[src/rtl/cp0_except_seq.sv]
// ============================================================================
// Module   : cp0_except_seq
// Brief    : CP0 register file, Count/Compare timer and M-stage exception
//            commit sequencer (IDLE -> [HOLD] -> COMMIT) with flush/redirect.
// Revision : 1.0 - initial release
// ============================================================================
`default_nettype none

module cp0_except_seq (
    input  logic        clk,
    input  logic        resetn,
    input  logic        stallM,
    input  logic        exc_valid,
    input  logic [4:0]  exc_code,
    input  logic [31:0] exc_pc,
    input  logic        exc_bd,
    input  logic [31:0] exc_badvaddr,
    input  logic [5:0]  ext_int,
    input  logic        mtc0_en,
    input  logic [4:0]  mtc0_addr,
    input  logic [31:0] mtc0_data,
    input  logic [4:0]  mfc0_addr,
    output logic [31:0] mfc0_data,
    output logic [31:0] cp0_status,
    output logic [31:0] cp0_cause,
    output logic [31:0] cp0_epc,
    output logic        busy,
    output logic        flush_req,
    output logic [31:0] redirect_pc
);

    localparam logic [4:0]  c_ADDR_BADVADDR = 5'd8;
    localparam logic [4:0]  c_ADDR_COUNT    = 5'd9;
    localparam logic [4:0]  c_ADDR_COMPARE  = 5'd11;
    localparam logic [4:0]  c_ADDR_STATUS   = 5'd12;
    localparam logic [4:0]  c_ADDR_CAUSE    = 5'd13;
    localparam logic [4:0]  c_ADDR_EPC      = 5'd14;
    localparam logic [4:0]  c_CODE_INT      = 5'h01;
    localparam logic [4:0]  c_CODE_ADEL     = 5'h04;
    localparam logic [4:0]  c_CODE_ADES     = 5'h05;
    localparam logic [4:0]  c_CODE_ERET     = 5'h0e;
    localparam logic [31:0] c_EXC_VECTOR    = 32'hBFC0_0380;

    typedef enum logic [1:0] {
        ST_IDLE   = 2'd0,
        ST_HOLD   = 2'd1,
        ST_COMMIT = 2'd2
    } state_t;

    state_t      r_state, w_state_nxt;
    logic        w_latch;

    logic [4:0]  r_code;
    logic [31:0] r_pc, r_bva;
    logic        r_bd;

    logic [7:0]  r_im;
    logic        r_exl, r_ie;
    logic        r_cause_bd, r_ti;
    logic [5:0]  r_ip_hw;
    logic [1:0]  r_ip_sw;
    logic [4:0]  r_exccode;
    logic [31:0] r_epc, r_badvaddr, r_count, r_compare;
    logic        r_tick;

    logic        r_flush;
    logic [31:0] r_redirect;

    logic        w_commit, w_mtc0, w_exc_commit, w_take_epc, w_enter_commit;
    logic [4:0]  w_code_sel;
    logic [31:0] w_epc_nxt;

    always_ff @(posedge clk or negedge resetn) begin
        if (!resetn) r_state <= ST_IDLE;
        else         r_state <= w_state_nxt;
    end

    always_comb begin
        w_state_nxt = r_state;
        w_latch     = 1'b0;
        case (r_state)
            ST_IDLE: begin
                if (exc_valid) begin
                    w_latch     = 1'b1;
                    w_state_nxt = stallM ? ST_HOLD : ST_COMMIT;
                end
            end
            ST_HOLD:   if (!stallM) w_state_nxt = ST_COMMIT;
            ST_COMMIT: w_state_nxt = ST_IDLE;
            default:   w_state_nxt = ST_IDLE;
        endcase
    end

    // Writes landing in the commit cycle are dropped so they cannot race the update.
    assign w_commit       = (r_state == ST_COMMIT);
    assign w_mtc0         = mtc0_en & ~w_commit;
    assign w_exc_commit   = w_commit & (r_code != c_CODE_ERET);
    assign w_take_epc     = w_exc_commit & ~r_exl;
    assign w_enter_commit = (w_state_nxt == ST_COMMIT) & ~w_commit;
    assign w_code_sel     = (r_state == ST_IDLE) ? exc_code : r_code;

    always_comb begin
        w_epc_nxt = r_epc;
        if (w_take_epc)
            w_epc_nxt = r_bd ? (r_pc - 32'd4) : r_pc;
        else if (w_mtc0 && mtc0_addr == c_ADDR_EPC)
            w_epc_nxt = mtc0_data;
    end

    always_ff @(posedge clk or negedge resetn) begin
        if (!resetn) begin
            r_code <= 5'd0;
            r_pc   <= 32'd0;
            r_bd   <= 1'b0;
            r_bva  <= 32'd0;
        end else if (w_latch) begin
            r_code <= exc_code;
            r_pc   <= exc_pc;
            r_bd   <= exc_bd;
            r_bva  <= exc_badvaddr;
        end
    end

    always_ff @(posedge clk or negedge resetn) begin
        if (!resetn) begin
            r_im       <= 8'd0;
            r_exl      <= 1'b0;
            r_ie       <= 1'b0;
            r_cause_bd <= 1'b0;
            r_ip_hw    <= 6'd0;
            r_ip_sw    <= 2'd0;
            r_exccode  <= 5'd0;
            r_epc      <= 32'd0;
            r_badvaddr <= 32'd0;
        end else begin
            r_epc   <= w_epc_nxt;
            r_ip_hw <= {ext_int[5] | r_ti, ext_int[4:0]};
            if (w_commit) begin
                r_exl <= (r_code != c_CODE_ERET);
            end else if (w_mtc0 && mtc0_addr == c_ADDR_STATUS) begin
                r_im  <= mtc0_data[15:8];
                r_exl <= mtc0_data[1];
                r_ie  <= mtc0_data[0];
            end
            if (w_take_epc)
                r_cause_bd <= r_bd;
            if (w_exc_commit)
                r_exccode <= (r_code == c_CODE_INT) ? 5'd0 : r_code;
            if (w_exc_commit && (r_code == c_CODE_ADEL || r_code == c_CODE_ADES))
                r_badvaddr <= r_bva;
            if (w_mtc0 && mtc0_addr == c_ADDR_CAUSE)
                r_ip_sw <= mtc0_data[9:8];
        end
    end

    // Count advances every other cycle; a Compare write clears TI ahead of any match.
    always_ff @(posedge clk or negedge resetn) begin
        if (!resetn) begin
            r_count   <= 32'd0;
            r_tick    <= 1'b0;
            r_compare <= 32'd0;
            r_ti      <= 1'b0;
        end else begin
            if (w_mtc0 && mtc0_addr == c_ADDR_COUNT) begin
                r_count <= mtc0_data;
                r_tick  <= 1'b0;
            end else begin
                r_tick <= ~r_tick;
                if (r_tick)
                    r_count <= r_count + 32'd1;
            end
            if (w_mtc0 && mtc0_addr == c_ADDR_COMPARE) begin
                r_compare <= mtc0_data;
                r_ti      <= 1'b0;
            end else if (r_count == r_compare) begin
                r_ti <= 1'b1;
            end
        end
    end

    always_ff @(posedge clk or negedge resetn) begin
        if (!resetn) begin
            r_flush    <= 1'b0;
            r_redirect <= 32'd0;
        end else begin
            r_flush    <= w_enter_commit;
            r_redirect <= !w_enter_commit ? 32'd0 :
                          (w_code_sel == c_CODE_ERET) ? w_epc_nxt : c_EXC_VECTOR;
        end
    end

    assign cp0_status  = {9'd0, 1'b1, 6'd0, r_im, 6'd0, r_exl, r_ie};
    assign cp0_cause   = {r_cause_bd, r_ti, 14'd0, r_ip_hw, r_ip_sw, 1'b0, r_exccode, 2'd0};
    assign cp0_epc     = r_epc;
    assign busy        = (r_state != ST_IDLE);
    assign flush_req   = r_flush;
    assign redirect_pc = r_redirect;

    always_comb begin
        mfc0_data = 32'd0;
        case (mfc0_addr)
            c_ADDR_BADVADDR: mfc0_data = r_badvaddr;
            c_ADDR_COUNT:    mfc0_data = r_count;
            c_ADDR_COMPARE:  mfc0_data = r_compare;
            c_ADDR_STATUS:   mfc0_data = cp0_status;
            c_ADDR_CAUSE:    mfc0_data = cp0_cause;
            c_ADDR_EPC:      mfc0_data = r_epc;
            default:         mfc0_data = 32'd0;
        endcase
    end

endmodule

`default_nettype wire

[config.mk]
export PLATFORM = sky130hd
export DESIGN_NAME = cp0_except_seq
export DESIGN_NICKNAME = d
export VERILOG_FILES = /design/src/rtl/cp0_except_seq.sv
export SDC_FILE = /design/constraint.sdc
export NUM_CORES = 1
export LEC_CHECK = 0
export ABC_AREA = 1
export CAP_MARGIN = 10
export CORE_UTILIZATION = 45
export DETAILED_ROUTE_END_ITERATION = 8
export PLACE_DENSITY = 0.72
export SYNTH_ARGS = -nofsm -noshare
export SYNTH_HDL_FRONTEND = slang
export SYNTH_SLANG_ARGS = --single-unit
export TNS_END_PERCENT = 50
[constraint.sdc]
create_clock -name clk -period 1.8 [get_ports clk]
set_input_delay 0.27 -clock clk [delete_from_list [all_inputs] [get_ports clk]]
set_output_delay 0.27 -clock clk [all_outputs]
set_load 0.02 [all_outputs]
==> results of run 1 <==
[final timing paths]
check	cells past startpoint	slack [ps]	start	to
setup / recovery	6	-130	r_badvaddr[31]	mfc0_data[31]
hold / removal	1	140	ext_int[3]	r_ip_hw[3]
hold reg to reg	2	490	r_badvaddr[30]	r_badvaddr[30]
min in group asynchronous	2	260	resetn	redirect_pc[6]
setup reg to reg	11	-50	r_state[0]	redirect_pc[13]
max in group asynchronous	3	890	resetn	r_count[17]
[flip-flops by register name, indices dropped and copies added (netlist names)]
name / count
cp0_epc: 32
r_state: 2
r_badvaddr: 32
r_ie: 1
redirect_pc: 32
flush_req: 1
r_bd: 1
r_exl: 1
r_exccode: 5
r_tick: 1
r_bva: 32
r_ti: 1
r_ip_sw: 2
r_count: 32
r_code: 5
r_cause_bd: 1
r_ip_hw: 6
r_im: 8
r_compare: 32
r_pc: 32
[Yosys cell counts (6+ instances only)]
cell / count
nand2_1: 349
dfrtp_1: 259
inv_1: 181
nor2_1: 136
nand3_1: 103
a21oi_1: 90
o21ai_0: 77
buf_4: 46
mux2_2: 36
xor2_1: 36
clkbuf_1: 34
o211ai_1: 32
a22oi_1: 28
buf_2: 21
o21ai_1: 21
nand4_1: 19
nor3_1: 18
o221ai_1: 14
o22ai_1: 13
or2_2: 13
xnor2_1: 13
a21o_1: 7
buf_6: 6
o2111ai_1: 6
[area by class of cell]
cell class | instances | area (µm²) | area share (%)
Antenna cell | 1 | 2.50 | 0.0125
Clock buffer | 37 | 805 | 4.03
Clock inverter | 13 | 236 | 1.18
Inverter | 183 | 696 | 3.48
Multi-Input combinational cell | 1091 | 6610 | 33.0
Sequential cell | 259 | 6510 | 32.6
Tap cell | 384 | 480 | 2.40
Timing Repair Buffer | 490 | 4650 | 23.3
[critical path: cells and delay by family (launching register included)]
kind	cells	cell delay (ps)
flip-flops	1	400
AND/OR/NAND/NOR	1	60
buffers and inverters	2	310
AO/OA/AOI/OAI	3	320
[layer usage]
layer,GRT usage (%),wire (µm)
met1,46.0,21200
met2,51.7,23900
met3,5.62,4330
met4,14.2,2610
met5,0,0
[stage by stage]
step	setup WS [ps]	hold slack, ps
floorplan	156	-25.6
global placement	-911	256
detailed placement	-954	258
CTS	-101	137
global route	-206	145
finish	-126	143
[kinds of logic after synthesis]
family | Yosys count | share of synthesized area (%)
other | 2 | 0.0561
AOI/OAI and AO/OA | 304 | 13.9
buffers and inverters | 293 | 10.1
and+or+nand+nor | 661 | 21.2
adders and majority gates | 2 | 0.187
DFF | 259 | 48.4
xor gates and xnor gates | 49 | 3.21
muxes | 36 | 3.03
[what timing repair did]
action,4_1_cts,5_1_grt
setup buffers,18,29
pin swaps,41,62
gates cloned,1,4
setup endpoints to repair,144,132
gates resized for setup,354,212
hold buffers,1,0
hold endpoints to repair,46,0
[power groups by stage]
stage	Sequential (µW)	Clock [µW]	Combinational (µW)
3_3_place_gp	9030	0	7790
2_1_floorplan	9000	0	3540
5_1_grt	9260	6760	9350
4_1_cts	8980	6520	7850
3_5_place_dp	9010	0	7900
6_report	9180	6490	8710
==> key figures, run 1 <==
Outcome
  • Status: finished with violations
  • Failing checks: setup timing

Setup path
  • CP cell instances: nand2_1 -> o21ai_1 -> a21oi_1 -> o221ai_1 -> buf_4 -> buf_6
  • Worst endpoint required time: 1530 ps
  • CP Max Fanout: 2
  • CP Class: flip-flop to output pin
  • Critical path endpoint category: output pin
  • CP peak stage delay: 400 ps
  • Startpoint types: flip-flop
  • Critical path arrival: 1660 ps
  • Slowest cell on crit path: dfrtp_1

STA
  • PnR worst setup slack: -126 ps
  • Final period utilization: 107%
  • Unrepaired setup endpoints after global routing: yes
  • Final hold violations: 0
  • Clk_skew: 10.4 ps
  • Minimum clock period: 1930 ps
  • Fmax: 0.519 GHz
  • Final Setup Violations: 29
  • Final slew viol count: 0
  • Max-slew headroom: 65.1%
  • Worst-margin pin slew: 524 ps
  • Setup TNS: -1340 ps

Final layout
  • Core Util, Final: 68.9%
  • Fin area: 20000 µm²
  • Share of cells above drive strength 1: 30.5%
  • Layout area overhead: 49.3%
  • Nets: 2178
  • Most frequent cells in the layout: nand2_1 (327), dfrtp_1 (238), buf_4 (214), inv_1 (151), clkdlybuf4s50_1 (132)
  • Commonest non-fill, non-tap cell in the layout: nand2_1
  • Number of fill cells: 2293
  • Post-Layout Cell Count: 2458

Power
  • Worst vdd ir: 0.989 mV
  • NetSw: 9150 µW
  • Leak pwr: 0.00951 µW
  • Total power draw: 24400 µW
  • Combinational group share of total power: 35.7%
  • Clock share of power: 26.6%
  • Pwr dens: 1220 nW/µm²
  • Sw Ratio: 37.5%
  • Internal: 15200 µW
  • Seq pwr share: 37.6%

Global route
  • Initial antenna violation count: 0
  • Largest net degree at the start of global routing: 62
  • GRT Total Usage: 33.3%
  • First-pass GRT wire length: 77000 µm
  • Total grt overflow: 0
  • Vias in the first global route: 13100

Yosys
  • Commonest register cell after synthesis: dfrtp_1
  • Sequential share of the synthesized area: 48.4%
  • Leading area contributor after synthesis: dfrtp_1
  • Async SR Flop Fraction: 100%
  • EDFF count, synth: 0
  • Mapped Cells: 1606
  • Synthesis-stage register bit count: 259
  • Library cells used by synthesis: 48
  • Post-synth top area share: 48.4%
  • Warnings from Yosys: 0
  • Synthesized area: 13400 µm²
  • Synth area leaders: dfrtp_1 (48%), nand2_1 (9.8%), inv_1 (5.1%)
  • Syn Area/Cell: 8.33 µm²

Floorplanning
  • Core ar.: 29000 µm²
  • Io pins: 285
  • Die X: 174 µm
  • # rows: 62
  • Chip height: 174 µm
  • Starting Density: 46.1%
  • Total die area: 30400 µm²

Clock tree
  • Total CTS buffers: 28
  • CTS tree: done
  • H-tree depth: 1
  • Root Buffer Master: clkbuf_16
  • Clock Pin Slew Worst Setup and Hold Paths: 60 ps
  • CTS Sinks: 259
  • CTS Buffer Depth: 3
  • Skew-Pair Late Insertion Delay: 560 ps

Detailed routing
  • WL per Instance: 21.2 µm
  • WL final: 52000 µm
  • Initial DRC count: 1616
  • DRT antenna net count: 0
  • DRC errors left: 0
  • Via Count: 13500
  • Vias per cell: 5.50
  • DRT Pass-1 Iters: 8

Run
  • Maxcap violations: 0

Placed design
  • RD Place Congestion: 1.04
  • Cell total after placement: 2356
  • Port Buf Inserts: 245
  • Placed cell area: 17500 µm²
  • Post-DP HPWL: 39300 µm

Min path
  • Hold WC Path Type: input port to flip-flop
No activity file was read; power rests on OpenSTA's default activity.
==> run 2, diff against run 1 <==
- PLACE_DENSITY: 0.72 -> 0.82
==> run 2 against run 1 <==
  * The flow still finishes with violations (setup timing)
  * Die area did not move
  * Combinational power shrank 4.4%
  * Critical path depth fell by 2
  * Clock power up 3.5%
  * Clock skew is 2.5 ps higher
  * Non-clock buffer count is 25 lower
  * Largest power group unchanged
  * Via count grew 1.1%
  * Flip-flop and latch count stayed put
==> key figures, run 2 (synthesis gave the netlist of run 1 again) <==
Outcome
  • Status: finished with violations
  • Failing checks: setup timing

Global route
  • Largest net degree at the start of global routing: 65 (+4.8%)
  • Initial antenna violation count: 3 (+3)
  • Vias in the first global route: 13500 (+3.1%)
  • Total grt overflow: 0 (unchanged)
  • GRT Total Usage: 34.7% (+1.3 points)
  • First-pass GRT wire length: 79300 µm (+3.0%)

STA
  • Final slew viol count: 0 (unchanged)
  • Fmax: 0.528 GHz (+1.8%)
  • PnR worst setup slack: -92.5 ps (+33.9 ps)
  • Minimum clock period: 1890 ps (-33.9 ps)
  • Final Setup Violations: 18 (-38%)
  • Setup TNS: -705 ps (+638 ps)
  • Final period utilization: 105% (-1.9 points)
  • Clk_skew: 12.9 ps (+2.53 ps)
  • Unrepaired setup endpoints after global routing: yes
  • Final hold violations: 0 (unchanged)

Placed design
  • Pre-CTS setup slack: -937 ps (+17.8 ps)
  • Port Buf Inserts: 245 (unchanged)
  • Placed cell area: 17400 µm² (-0.88%)
  • RD Place Congestion: 0.991 (-4.7%)
  • Post-DP HPWL: 39500 µm (+0.62%)

Clock tree
  • Skew-Pair Late Insertion Delay: 560 ps (about the same)
  • Clock Pin Slew Worst Setup and Hold Paths: 60 ps (about the same)
  • Root Buffer Master: clkbuf_16
  • CTS Buffer Depth: 3 (unchanged)
  • CTS tree: done
  • H-tree depth: 1 (unchanged)
  • CTS Sinks: 259 (unchanged)
  • Total CTS buffers: 29 (+3.6%)

Setup path
  • Worst R2R Setup Slack: -30 ps (+20 ps)
  • Slowest cell on crit path: dfrtp_2
  • CP peak stage delay: 440 ps (+40 ps)
  • Critical path arrival: 1620 ps (-40 ps)
  • Startpoint types: flip-flop
  • CP cell instances: a32o_2 -> a21oi_2 -> nand3_1 -> buf_6
  • Critical path endpoint category: output pin
  • Worst endpoint required time: 1530 ps (about the same)
  • CP Class: flip-flop to output pin
  • CP Max Fanout: 2 (unchanged)

Power
  • Leak pwr: 0.00927 µW (-2.6%)
  • Pwr dens: 1230 nW/µm² (+0.80%)
  • Total power draw: 24200 µW (-0.75%)
  • Worst vdd ir: 0.788 mV (-20%)

Floorplanning
  • Total die area: 30400 µm² (unchanged)
  • Core ar.: 29000 µm² (unchanged)
  • Starting Density: 46.1% (unchanged)
  • Chip height: 174 µm (unchanged)
  • Io pins: 285 (unchanged)
  • Die X: 174 µm (unchanged)
  • # rows: 62 (unchanged)

Final layout
  • Commonest non-fill, non-tap cell in the layout: nand2_1
  • Fin area: 19700 µm² (-1.5%)
  • Layout area overhead: 47.0%
  • Most frequent cells in the layout: nand2_1 (327), dfrtp_1 (240), buf_4 (192), inv_1 (150), clkdlybuf4s50_1 (146)
  • Storage element area: 6500 µm² (about the same)
  • Share of cells above drive strength 1: 27.6% (-2.9 points)
  • Core Util, Final: 67.8% (-1.1 points)
  • Area of the multi-input gates: 6360 µm² (-3.7%)
  • Number of fill cells: 2296 (+0.13%)
  • Nets: 2154 (-1.1%)

Detailed routing
  • WL per Instance: 22.0 µm (+4.2%)
  • DRT antenna net count: 0 (unchanged)
  • Vias per cell: 5.61 (+2.0%)
  • Via Count: 13700 (+1.1%)
  • DRT Pass-1 Iters: 8 (unchanged)
  • WL final: 53700 µm (+3.3%)
  • DRC errors left: 0 (unchanged)
  • Initial DRC count: 1611 (-0.31%)

Run
  • Maxcap violations: 0 (unchanged)

Min path
  • Hold WC Path Type: input port to flip-flop
-- run 2: cell count changes in the layout (fill, tap and decap cells not counted), sizes merged --
cell,previous run,this run
clkdlybuf4s50,132,146
dlymetal6s2s,10,3
clkdlybuf4s15,2,0
buf,283,258
bufbuf,0,2
clkinv,3,8
bufinv,6,8
dlygate4sd2,57,53
clkbuf,42,35
-- run 2: per-layer routing --
metal	track usage (%)	wire, µm	vias to the layer above
li1	-	-	6076
met1	45.9	21200	6623
met2	54.7	24500	791
met3	6.08	4860	185
met4	17.4	3160	2
met5	0	12	-
-- run 2: path summary, 6_finish.rpt --
kind / startpoint / to / cells past startpoint
worst max-delay path: r_ip_hw[2] / mfc0_data[12] / 4
worst min-delay path: ext_int[0] / r_ip_hw[0] / 1
worst max register to register: r_state[1] / redirect_pc[20] / 11
worst min register to register: r_badvaddr[3] / r_badvaddr[3] / 2
max in group asynchronous: resetn / r_ip_hw[1] / 3
min in group asynchronous: resetn / r_pc[24] / 2
-- run 2: area by class of cell --
type	instances	area share [%]
inverters	183	3.54
multi-input cells	1091	32.3
repair buffers	465	23.2
flip-flops and latches	259	33.1
diodes	1	0.0127
well taps	384	2.44
clock inverters	20	1.65
clock buffers	33	3.81
-- run 2: power by group --
| group | switching [µW] | internal, µW | total, µW | leakage [µW] |
|---|---|---|---|---|
| logic | 4800 | 3530 | 8330 | 0.00557 |
| registers | 1760 | 7390 | 9150 | 0.00318 |
| clock network | 2580 | 4150 | 6720 | 0.000510 |
| total | 9130 | 15100 | 24200 | 0.00927 |
-- run 2: critical path: cells and delay by family (launching register included) --
kind	cells	cell delay (ps)
DFF	1	440
and+or+nand+nor	1	110
buffers and inverters	1	140
AOI/OAI and AO/OA	2	380
-- run 2: per-stage QoR --
stage | hold slack [ps] | cells
global route | 148 | 2435
CTS | 140 | 2414
global placement | 196 | 2336
floorplan | -25.6 | 1643
finish | 147 | 2436
detailed placement | 198 | 2336
-- run 2: timing repair --
action | CTS | global route
hold buffers | 1 | 0
pin swaps | 30 | 56
endpoints found under the setup margin | 113 | 146
gates cloned | 7 | 3
hold endpoints to repair | 64 | 0
setup buffers | 18 | 19
gates resized for setup | 326 | 175
